==> src/rtl/fifo_rd_unpacker.sv <==
// ---------------------------------------------------------------------------
// fifo_rd_unpacker
//
// Read-side consumer of the async FIFO, living entirely in the FIFO read
// clock domain. Pops DATA_W-bit words whenever the FIFO is non-empty and
// there is room, splits each word into N = DATA_W/OUT_W slices and emits
// them LSB slice first on a valid/ready stream. A one-word prefetch slot
// (nxt) covers the one-cycle FIFO read latency, so a non-empty FIFO and an
// always-ready sink produce one slice per cycle with no bubbles.
//
// Ports
//   r_clk        FIFO read clock
//   r_rstn       async active-low reset
//   fifo_empty   FIFO empty flag
//   fifo_r_en    FIFO read enable (never high while empty or in reset)
//   fifo_r_data  FIFO read data, valid the cycle after fifo_r_en
//   out_data     current slice
//   out_valid    slice available
//   out_ready    sink accepts slice
//   out_last     current slice is the last slice of its word
//   word_cnt     number of words fully emitted (wraps)
// ---------------------------------------------------------------------------
module fifo_rd_unpacker #(
    parameter int DATA_W = 32,
    parameter int OUT_W  = 8,
    parameter int CNT_W  = 16
) (
    input  logic              r_clk,
    input  logic              r_rstn,
    input  logic              fifo_empty,
    output logic              fifo_r_en,
    input  logic [DATA_W-1:0] fifo_r_data,
    output logic [OUT_W-1:0]  out_data,
    output logic              out_valid,
    input  logic              out_ready,
    output logic              out_last,
    output logic [CNT_W-1:0]  word_cnt
);

    localparam int N     = DATA_W / OUT_W;
    localparam int IDX_W = (N > 1) ? $clog2(N) : 1;
    localparam logic [IDX_W-1:0] IDX_LAST = IDX_W'(N - 1);

    generate
        if ((DATA_W % OUT_W) != 0 || N < 2) begin : g_bad_param
            $error("fifo_rd_unpacker: DATA_W must be a multiple of OUT_W with at least 2 slices");
        end
    endgenerate

    // ------------------------------------------------------------------
    // State
    // ------------------------------------------------------------------
    logic [DATA_W-1:0] buf_q,       buf_d;
    logic              buf_valid_q, buf_valid_d;
    logic [DATA_W-1:0] nxt_q,       nxt_d;
    logic              nxt_valid_q, nxt_valid_d;
    logic [IDX_W-1:0]  idx_q,       idx_d;
    logic              rd_pending_q;
    logic [CNT_W-1:0]  word_cnt_q,  word_cnt_d;

    // ------------------------------------------------------------------
    // Read issue
    // ------------------------------------------------------------------
    // Occupancy counts words held plus the one in flight from the FIFO,
    // taken before anything is consumed this cycle. Capping at 2 means an
    // arriving word always has a slot to land in, so no ready->read path
    // is needed.
    logic [1:0] occ;
    assign occ = {1'b0, buf_valid_q} + {1'b0, nxt_valid_q} + {1'b0, rd_pending_q};

    // r_rstn gates the enable directly: while reset holds, the cleared
    // state would otherwise look like an empty pipeline asking for data.
    assign fifo_r_en = r_rstn && !fifo_empty && (occ < 2'd2);

    // ------------------------------------------------------------------
    // Slice output
    // ------------------------------------------------------------------
    logic [N-1:0][OUT_W-1:0] slices;
    assign slices = buf_q;

    assign out_valid = buf_valid_q;
    assign out_data  = buf_valid_q ? slices[idx_q] : '0;
    assign out_last  = buf_valid_q && (idx_q == IDX_LAST);
    assign word_cnt  = word_cnt_q;

    logic xfer;
    logic last_xfer;
    assign xfer      = buf_valid_q && out_ready;
    assign last_xfer = xfer && (idx_q == IDX_LAST);   // buf is freed

    // ------------------------------------------------------------------
    // Next state
    // ------------------------------------------------------------------
    always_comb begin
        buf_d       = buf_q;
        buf_valid_d = buf_valid_q;
        nxt_d       = nxt_q;
        nxt_valid_d = nxt_valid_q;
        idx_d       = idx_q;
        word_cnt_d  = word_cnt_q;

        if (xfer) begin
            if (idx_q == IDX_LAST) begin
                idx_d      = '0;
                word_cnt_d = word_cnt_q + 1'b1;
            end else begin
                idx_d = idx_q + 1'b1;
            end
        end

        // Freed buf is refilled from the prefetch slot when it holds a word.
        if (last_xfer) begin
            buf_valid_d = nxt_valid_q;
            nxt_valid_d = 1'b0;
            if (nxt_valid_q) begin
                buf_d = nxt_q;
            end
        end

        // Arrival lands in buf when buf is (or is becoming) empty with
        // nothing queued ahead of it; otherwise it goes to nxt. When a free
        // coincides with a full nxt, nxt has just moved into buf above and
        // the new word refills nxt.
        if (rd_pending_q) begin
            if (!buf_valid_q || (last_xfer && !nxt_valid_q)) begin
                buf_d       = fifo_r_data;
                buf_valid_d = 1'b1;
            end else begin
                nxt_d       = fifo_r_data;
                nxt_valid_d = 1'b1;
            end
        end
    end

    // ------------------------------------------------------------------
    // Registers
    // ------------------------------------------------------------------
    always_ff @(posedge r_clk or negedge r_rstn) begin
        if (!r_rstn) begin
            buf_q        <= '0;
            buf_valid_q  <= 1'b0;
            nxt_q        <= '0;
            nxt_valid_q  <= 1'b0;
            idx_q        <= '0;
            rd_pending_q <= 1'b0;
            word_cnt_q   <= '0;
        end else begin
            buf_q        <= buf_d;
            buf_valid_q  <= buf_valid_d;
            nxt_q        <= nxt_d;
            nxt_valid_q  <= nxt_valid_d;
            idx_q        <= idx_d;
            rd_pending_q <= fifo_r_en;
            word_cnt_q   <= word_cnt_d;
        end
    end

endmodule

==> config.mk <==
export PLATFORM = sky130hd
export DESIGN_NAME = fifo_rd_unpacker
export DESIGN_NICKNAME = d
export VERILOG_FILES = /design/src/rtl/fifo_rd_unpacker.sv
export SDC_FILE = /design/constraint.sdc
export NUM_CORES = 1
export LEC_CHECK = 0
export ABC_AREA = 1
export CORE_MARGIN = 3
export CORE_UTILIZATION = 24
export CTS_CLUSTER_SIZE = 8
export DETAILED_ROUTE_END_ITERATION = 6
export DONT_BUFFER_PORTS = 1
export PLACE_DENSITY_LB_ADDON = 0.2
export SYNTH_ARGS = -nofsm -noshare
export SYNTH_HDL_FRONTEND = slang
export SYNTH_SLANG_ARGS = --single-unit
==> constraint.sdc <==
create_clock -name r_clk -period 2.38 [get_ports r_clk]
set_clock_uncertainty 0.2 [all_clocks]
set_input_delay 0.476 -clock r_clk [delete_from_list [all_inputs] [get_ports r_clk]]
set_output_delay 0.476 -clock r_clk [all_outputs]
set_load 0.05 [all_outputs]
# Word level (Yosys, flattened, before mapping)

Cells that the tools add are included.

Add/sub/neg operators: 4
Order comparisons: 2
Eq/ne operators: 1
Muxes and demuxes: 14
Bitwise gates (word level): 1
Reduce and logical (&&, ||, !) cells: 12

Operators by type and width:

| kind                  | number |
|---|---|
| $mux 32               | 4 |
| $add 16x1->16 const B | 1 |
| $bmux 8 s2            | 1 |
| $mux 8                | 2 |
| $logic_and 1x1->1     | 6 |
| $mux 1                | 6 |
| $reduce_and 2->1      | 2 |
| $logic_not 1->1       | 3 |
| $lt 2x3->1 const B    | 1 |
| $add 1x1->2           | 1 |
| $add 2x1->2           | 1 |
| $add 2x1->2 const B   | 1 |
| $eq 2x2->1 const B    | 1 |
| $lt 2x2->1 const B    | 1 |
| $mux 2                | 1 |
| $logic_or 1x1->1      | 1 |
| $not 1->1             | 1 |

Register bits after elaboration: 85
Input bits: 36
Output and inout bits: 27
Word-level logic and storage cells: 41

# Logic depth before layout (Yosys ltp)

Gate-level depths: netlist (run 1).

Word-level depth: 6
Mapped depth: 9
Depth with buffers taken out: 9

# Worst setup path before layout (run 1)

Ideal clock, no wire load.

Kind: flip-flop to output port
Start: reg buf_valid_q, in the netlist out_valid
End: out fifo_r_en
Arrival time: 2154 ps
Required time: 1704 ps
Slack: -450 ps
Cell stages (with the launch flop): 4
Buffers on the path: 0
Cell sequence: dfrtp_1 > ha_1 > or3b_2 > a21oi_1

Word-level cells in the longest chain between the ends: 4

Ends and longest elaborated chain:

| what                   | line | RTL |
|---|---|---|
| from (decl)            | 54   | `logic buf_valid_q, buf_valid_d;` |
| from (signal assigned) | 149  | `buf_valid_q <= buf_valid_d;` |
| $add 1x1->2            | 69   | `assign occ = {1'b0, buf_valid_q} + {1'b0, nxt_valid_q} + {1'b0, rd_pending_q};` |
| $add 2x1->2            | 69   |  |
| $lt 2x2->1             | 73   | `assign fifo_r_en = r_rstn && !fifo_empty && (occ < 2'd2);` |
| $logic_and 1x1->1      | 73   |  |
| to (decl)              | 31   | `output logic fifo_r_en,` |

No other way between the ends.

# Worst setup path after layout (run 1)

Start: reg idx_q[0]
End: out out_data[1]

Word-level cells in the longest chain between the ends: 3

Ends and longest elaborated chain:

| what                         | line | RTL |
|---|---|---|
| from (decl)                  | 57   | `logic [IDX_W-1:0] idx_q, idx_d;` |
| from (signal assigned)       | 152  | `idx_q <= idx_d;` |
| $bmux 8 s2                   | 82   | `assign out_data = buf_valid_q ? slices[idx_q] : '0;` |
| $mux 8 (implied by the code) | 82   |  |
| $mux 8                       | 82   |  |
| to (decl)                    | 33   | `output logic [OUT_W-1:0] out_data,` |

No other way between the ends. The select of a mux whose other input is x is not followed.

==> run_results.csv, run 1 <==
group,metric,value,unit
outcome,outcome,"complete, but fails checks",
outcome,violations,"negative hold slack",
floorplan,start_util,0.247,
layout,layout_commonest_cell,"nand2_1",
placed_design,hpwl,7.48,mm
floorplan,chipWidth,140,µm
global_route,antenna_found_initial,0,
placed_design,placed_cells,754,
worst_setup_path,cp_slowest_stage_delay,0.45,ns
global_route,grt_max_degree,87,
floorplan,ios,63,
global_route,grt.met2_usage,0.182,
synthesis,syn-cell-area,4310,µm²
placed_design,numPortBuffers,0,
route,routed_wl,10.7,mm
floorplan,core,17400,µm²
synthesis,synth_cells,519,
route,ant_nets,0,
layout,final_nets,581,
layout,drive_above_1_share,0.207,
global_route,grtUsageMet1,0.152,
layout,fill_cells,1893,
cts,clk_path_buf_depth,2,
worst_setup_path,crit_path_start_kind,"flip-flop",
floorplan,die-area,19600,µm²
layout,area_growth,18.7,%
job,drv_cap,0,
cts,cts_tree,"built",
layout,final_cell_mix,"nand2_1, dfrtp_1, inv_1",
power_and_ir_drop,p_leak,2.45,nW
timing,drv_slew,0,
timing,setup_ws,0.0519,ns
worst_setup_path,slowest_stage,"dfrtp_2",
worst_setup_path,cp.required,1.70,ns
synthesis,synth-seq-area-share,0.494,
global_route,grt-busiest-layer,"met2",
cts,cts_buffers,9,
placed_design,dpl_worst_slack,0.264,ns
synthesis,ys_types,27,
synthesis,ys_ff_latch,85,
cts,cts_max_level,3,
power_and_ir_drop,power_density,1350,nW/µm²
global_route,use_met3,0.0335,
worst_setup_path,worstPathCellList,"buf_4 > a21oi_1 > o21ai_1 > a21oi_2 > buf_6",
placed_design,routabilityCongestion,0.732,
timing,fin_crit,2.33,ns
floorplan,num_rows,48,
cts,clk_latency,0.34,ns
route,avgRoutedWirePerCell,13.9,µm
global_route,grt_pass1_vias,3287,
timing,hold_slack,-0.378,ns
timing,rsz0062_at_grt,"true",
global_route,grt_pass1_wl,17.8,mm
route,via_per_inst,4.26,
hold_path,hp-class,"primary input to asynchronous set/reset pin",
power_and_ir_drop,vdd_drop_max,879,µV
layout,seq_area,2130,µm²
worst_setup_path,path_class,"flip-flop to output pin",
timing,finalCritPeriodShare,0.978,
layout,multi_input_area,1800,µm²
global_route,grt_overflow,0,
layout,final_util,0.293,
route,vias,3290,
cts,numClockSinks,85,
global_route,grt.total_usage,0.114,
route,drt-initial-drc-count,142,
synthesis,synth_fp_nets,558,
route,drc_errors,0,
cts,clk_pin_slew,0.06,ns
timing,worstMarginPinSlew,0.571,ns
worst_setup_path,arrival,1.65,ns
timing,fmax,0.430,GHz
layout,antenna_cells,0,
synthesis,syn_avg_cell_area,8.30,µm²
timing,finalSetupViolCount,0,
cts,clock_tree.root_cell,"clkbuf_16",
timing,finalHoldViolCount,85,
synthesis,yosysWarnings,0,
layout,instances_no_fill,772,
floorplan,die_height,140,µm
worst_setup_path,endpoint_kind,"output pin",
route,first_pass_iters,4,
timing,relSlewSlack,0.619,
worst_setup_path,worstPathMaxFanout,8,
## cell families (layout without fill, tap and decap cells)
logic type	after synthesis	after routing	share of synthesized area
compound gates	116	116	0.173
fa+ha+maj	3	3	0.00872
simple gates	222	222	0.209
buf+inv	84	112	0.0971
xor+xnor	9	9	0.0183
flops	85	85	0.494
## per-stage QoR
stage	hold slack [ns]	cell area, µm²	TNS, ns	power [mW]
after global placement	-0.0171	4730	0	5.33
final	-0.378	5110	0	6.90
after CTS	-0.400	5070	-0.0297	6.89
after floorplan	-0.0196	4320	-0.715	4.55
after detailed placement	-0.0173	4730	0	5.37
after global routing	-0.404	5110	-0.0931	7.44
## timing repair
| item | CTS | global route |
|---|---|---|
| buffers inserted | 2 | 0 |
| resized for setup | 6 | 19 |
| endpoints found under the hold margin | 85 | 85 |
| pin swaps | 2 | 8 |
| setup endpoints to repair | 7 | 8 |
| gates cloned | 0 | 0 |
## worst paths after layout
kind	cells after the start	end	start	slack (ns)
worst max-delay path	5	out_data[1]	idx_q[0]$_DFFE_PN0N_	0.05
worst min-delay path	0	word_cnt[7]$_DFFE_PN0P_	r_rstn	-0.38
worst max register to register	9	buf_q[1]$_DFF_PN0_	idx_q[1]$_DFFE_PN0N_	0.29
worst min register to register	2	nxt_q[2]$_DFFE_PN0P_	nxt_q[2]$_DFFE_PN0P_	0.28
max in group asynchronous	0	nxt_q[2]$_DFFE_PN0P_	r_rstn	2.20
min in group r_clk	2	nxt_q[25]$_DFFE_PN0P_	fifo_r_data[25]	0.09
## registers in the layout (all words and copies together) (netlist names)
register      flops
out_valid         1
nxt_q            32
word_cnt         16
idx_q             2
buf_q            32
rd_pending_q      1
nxt_valid_q       1
## where the power goes
part / total [mW] / switching [mW] / internal, mW
registers: 2.38 / 0.358 / 2.02
clock network: 1.42 / 0.595 / 0.828
logic: 3.10 / 1.96 / 1.14
total: 6.90 / 2.92 / 3.98
## metal layers
metal / wire length (µm) / part of all wire
met1: 5190 / 0.48
met2: 4920 / 0.46
met3: 486 / 0.045
met4: 155 / 0.014
met5: 0 / 0
## final cells by class
class                           instances  share of cell area
Sequential cell                        85               0.417
Multi-Input combinational cell        350               0.352
Tap cell                              225              0.0551
Clock buffer                           13              0.0548
Timing Repair Buffer                   35              0.0715
Inverter                               61              0.0448
Clock inverter                          3             0.00490
## worst max-delay path: cells and delay by family, from the launching register on
family | cells | cell delay [ns]
AO/OA/AOI/OAI | 3 | 0.49
buffers and inverters | 2 | 0.37
flip-flops | 1 | 0.45
## synthesized netlist by cell type
library cell	count	area, µm²
nand2_2	3	18.8
nor2_1	57	214
nand3_4	1	17.5
o211ai_1	3	22.5
dfrtp_1	85	2130
xor2_1	4	35.0
xnor2_1	5	43.8
nand3b_1	1	7.51
buf_4	1	7.51
buf_6	12	135
inv_2	1	3.75
inv_1	60	225
or2_2	1	6.26
a21oi_1	20	100
nand4_1	2	12.5
nand3_1	6	30.0
nand2_1	144	541
clkbuf_1	5	18.8
o21ai_1	19	95.1
nor3_1	4	20.0
o21ai_0	32	160
clkbuf_4	1	7.51
nor2_4	2	22.5
buf_2	4	20.0
ha_1	3	37.5
or3b_2	1	8.76
o21ai_2	42	368
(Power assumes the default switching activity.)
==> inputs of run 2 (changes only) <==
--- a/config.mk
+++ b/config.mk
@@ -7,10 +7,11 @@
 export LEC_CHECK = 0
 export ABC_AREA = 1
 export CORE_MARGIN = 3
-export CORE_UTILIZATION = 24
+export CORE_UTILIZATION = 60
 export CTS_CLUSTER_SIZE = 8
 export DETAILED_ROUTE_END_ITERATION = 6
 export DONT_BUFFER_PORTS = 1
+export HOLD_SLACK_MARGIN = 0.05
 export PLACE_DENSITY_LB_ADDON = 0.2
 export SYNTH_ARGS = -nofsm -noshare
 export SYNTH_HDL_FRONTEND = slang
==> run_results.csv, run 2 (synthesis results as in run 1) <==
group,metric,value,unit
outcome,outcome,"complete, but fails checks",
outcome,violations,"negative hold slack",
worst_setup_path,endpoint_kind,"output pin",
placed_design,numPortBuffers,0,
cts,numClockSinks,85,
timing,rsz0062_at_grt,"true",
worst_setup_path,worstPathMaxFanout,2,
route,first_pass_iters,4,
route,avgRoutedWirePerCell,13.8,µm
cts,clock_tree.root_cell,"clkbuf_8",
timing,drv_slew,0,
route,routed_wl,8.78,mm
layout,layout_commonest_cell,"nand2_1",
layout,fill_cells,555,
worst_setup_path,path_class,"flip-flop to output pin",
cts,cts_buffers,9,
global_route,grt_pass1_wl,15.0,mm
power_and_ir_drop,p_leak,2.34,nW
layout,seq_area,2130,µm²
power_and_ir_drop,vdd_drop_max,666,µV
layout,stdcell_area,4700,µm²
layout,multi_input_area,1780,µm²
floorplan,num_rows,30,
route,drc_errors,0,
placed_design,placed_cells,619,
cts,clk_path_buf_depth,2,
timing,worstMarginPinSlew,0.691,ns
worst_setup_path,arrival,1.66,ns
global_route,grt_pass1_vias,3151,
hold_path,hp-class,"primary input to asynchronous set/reset pin",
global_route,grt_max_degree,87,
placed_design,placed_area,4490,µm²
power_and_ir_drop,power_density,1310,nW/µm²
placed_design,routabilityCongestion,0.920,
layout,instances_no_fill,638,
layout,antenna_cells,0,
floorplan,core,6870,µm²
cts,clk_pin_slew,0.09,ns
layout,final_nets,577,
cts,clk_latency,0.36,ns
timing,finalHoldViolCount,85,
timing,finalCritPeriodShare,0.981,
layout,drive_above_1_share,0.185,
layout,final_cell_mix,"nand2_1, dfrtp_1, inv_1",
worst_setup_path,cp.required,1.70,ns
route,ant_nets,0,
timing,finalSetupViolCount,0,
route,via_per_inst,5.23,
layout,area_growth,9.07,%
timing,relSlewSlack,0.540,
power_and_ir_drop,p_total,6.16,mW
route,vias,3334,
global_route,antenna_found_initial,0,
floorplan,die_height,90.7,µm
global_route,grt.total_usage,0.227,
floorplan,chipWidth,90.7,µm
placed_design,hpwl,6.01,mm
timing,fmax,0.428,GHz
global_route,grt_overflow,0,
timing,setup-tns-final,0,ns
route,drt-initial-drc-count,215,
timing,fin_crit,2.34,ns
cts,cts_tree,"built",
timing,hold_slack,-0.399,ns
worst_setup_path,crit_path_start_kind,"flip-flop",
job,drv_cap,0,
cts,cts_max_level,3,
floorplan,start_util,0.627,
floorplan,ios,63,
floorplan,die-area,8230,µm²
==> run 2: changes by cell type in the layout (fill, tap and decap cells not counted), moves of 2 or more <==
cell and change:
clkbuf_8 +6, a21oi_1 +7, buf_12 -4, o21ai_1 -7, a21oi_2 -7, buf_4 +3, clkinv_2 +2, buf_6 -3
clkbuf_16 -9, o21ai_0 +7
==> run 2: metal layers <==
metal | GRT usage | wire (µm)
met1 | 0.302 | 3940
met2 | 0.359 | 4260
met3 | 0.0425 | 369
met4 | 0.105 | 210
met5 | 0 | 0
==> run 2: power by group <==
group	internal, mW	leakage [nW]	switching, mW
logic	1.02	1.19	1.87
registers	2.01	1.07	0.364
clock network	0.398	0.0812	0.496
==> run 2: final timing paths <==
check / from / cells after the start / to / slack [ns]
worst min-delay path: r_rstn / 0 / word_cnt[5]$_DFFE_PN0P_ / -0.40
max in group asynchronous: r_rstn / 0 / buf_q[21]$_DFF_PN0_ / 2.25
worst max register to register: idx_q[1]$_DFFE_PN0N_ / 8 / buf_q[14]$_DFF_PN0_ / 0.19
worst max-delay path: rd_pending_q$_DFF_PN0_ / 3 / fifo_r_en / 0.04
worst min register to register: nxt_q[24]$_DFFE_PN0P_ / 2 / nxt_q[24]$_DFFE_PN0P_ / 0.29
min in group r_clk: fifo_r_data[6] / 2 / buf_q[6]$_DFF_PN0_ / 0.08
==> run 2: timing repair <==
item	4_1_cts	5_1_grt
setup endpoints to repair	9	8
pin swaps	0	4
hold endpoints to repair	85	85
resized for setup	3	2
buffers inserted	2	2
==> run 2: critical path, cell delays in order, from the launching register on <==
cell,delay (ns)
dfrtp_1,0.40
ha_2,0.17
or3b_4,0.38
a21oi_4,0.36
==> run 2: cell type report <==
class / instances / area share
inverters: 61 / 0.0488
clock inverters: 4 / 0.00533
repair buffers: 31 / 0.0584
well taps: 96 / 0.0256
multi-input cells: 350 / 0.378
clock buffers: 11 / 0.0301
flip-flops and latches: 85 / 0.454
==> run 2: through the flow <==
stage,setup slack (ns),util
CTS,0.00159,0.681
floorplan,-0.0873,-
finish,0.0445,0.684
detailed placement,0.199,0.653
global placement,0.286,0.653
global route,-0.0316,0.684
==> inputs of run 3 (changes only) <==
--- a/config.mk
+++ b/config.mk
@@ -8,7 +8,7 @@
 export ABC_AREA = 1
 export CORE_MARGIN = 3
 export CORE_UTILIZATION = 60
-export CTS_CLUSTER_SIZE = 8
+export CTS_CLUSTER_SIZE = 14
 export DETAILED_ROUTE_END_ITERATION = 6
 export DONT_BUFFER_PORTS = 1
 export HOLD_SLACK_MARGIN = 0.05
==> results of run 3 <==
The final DEF is identical to that of run 2; final timing and power are the same.
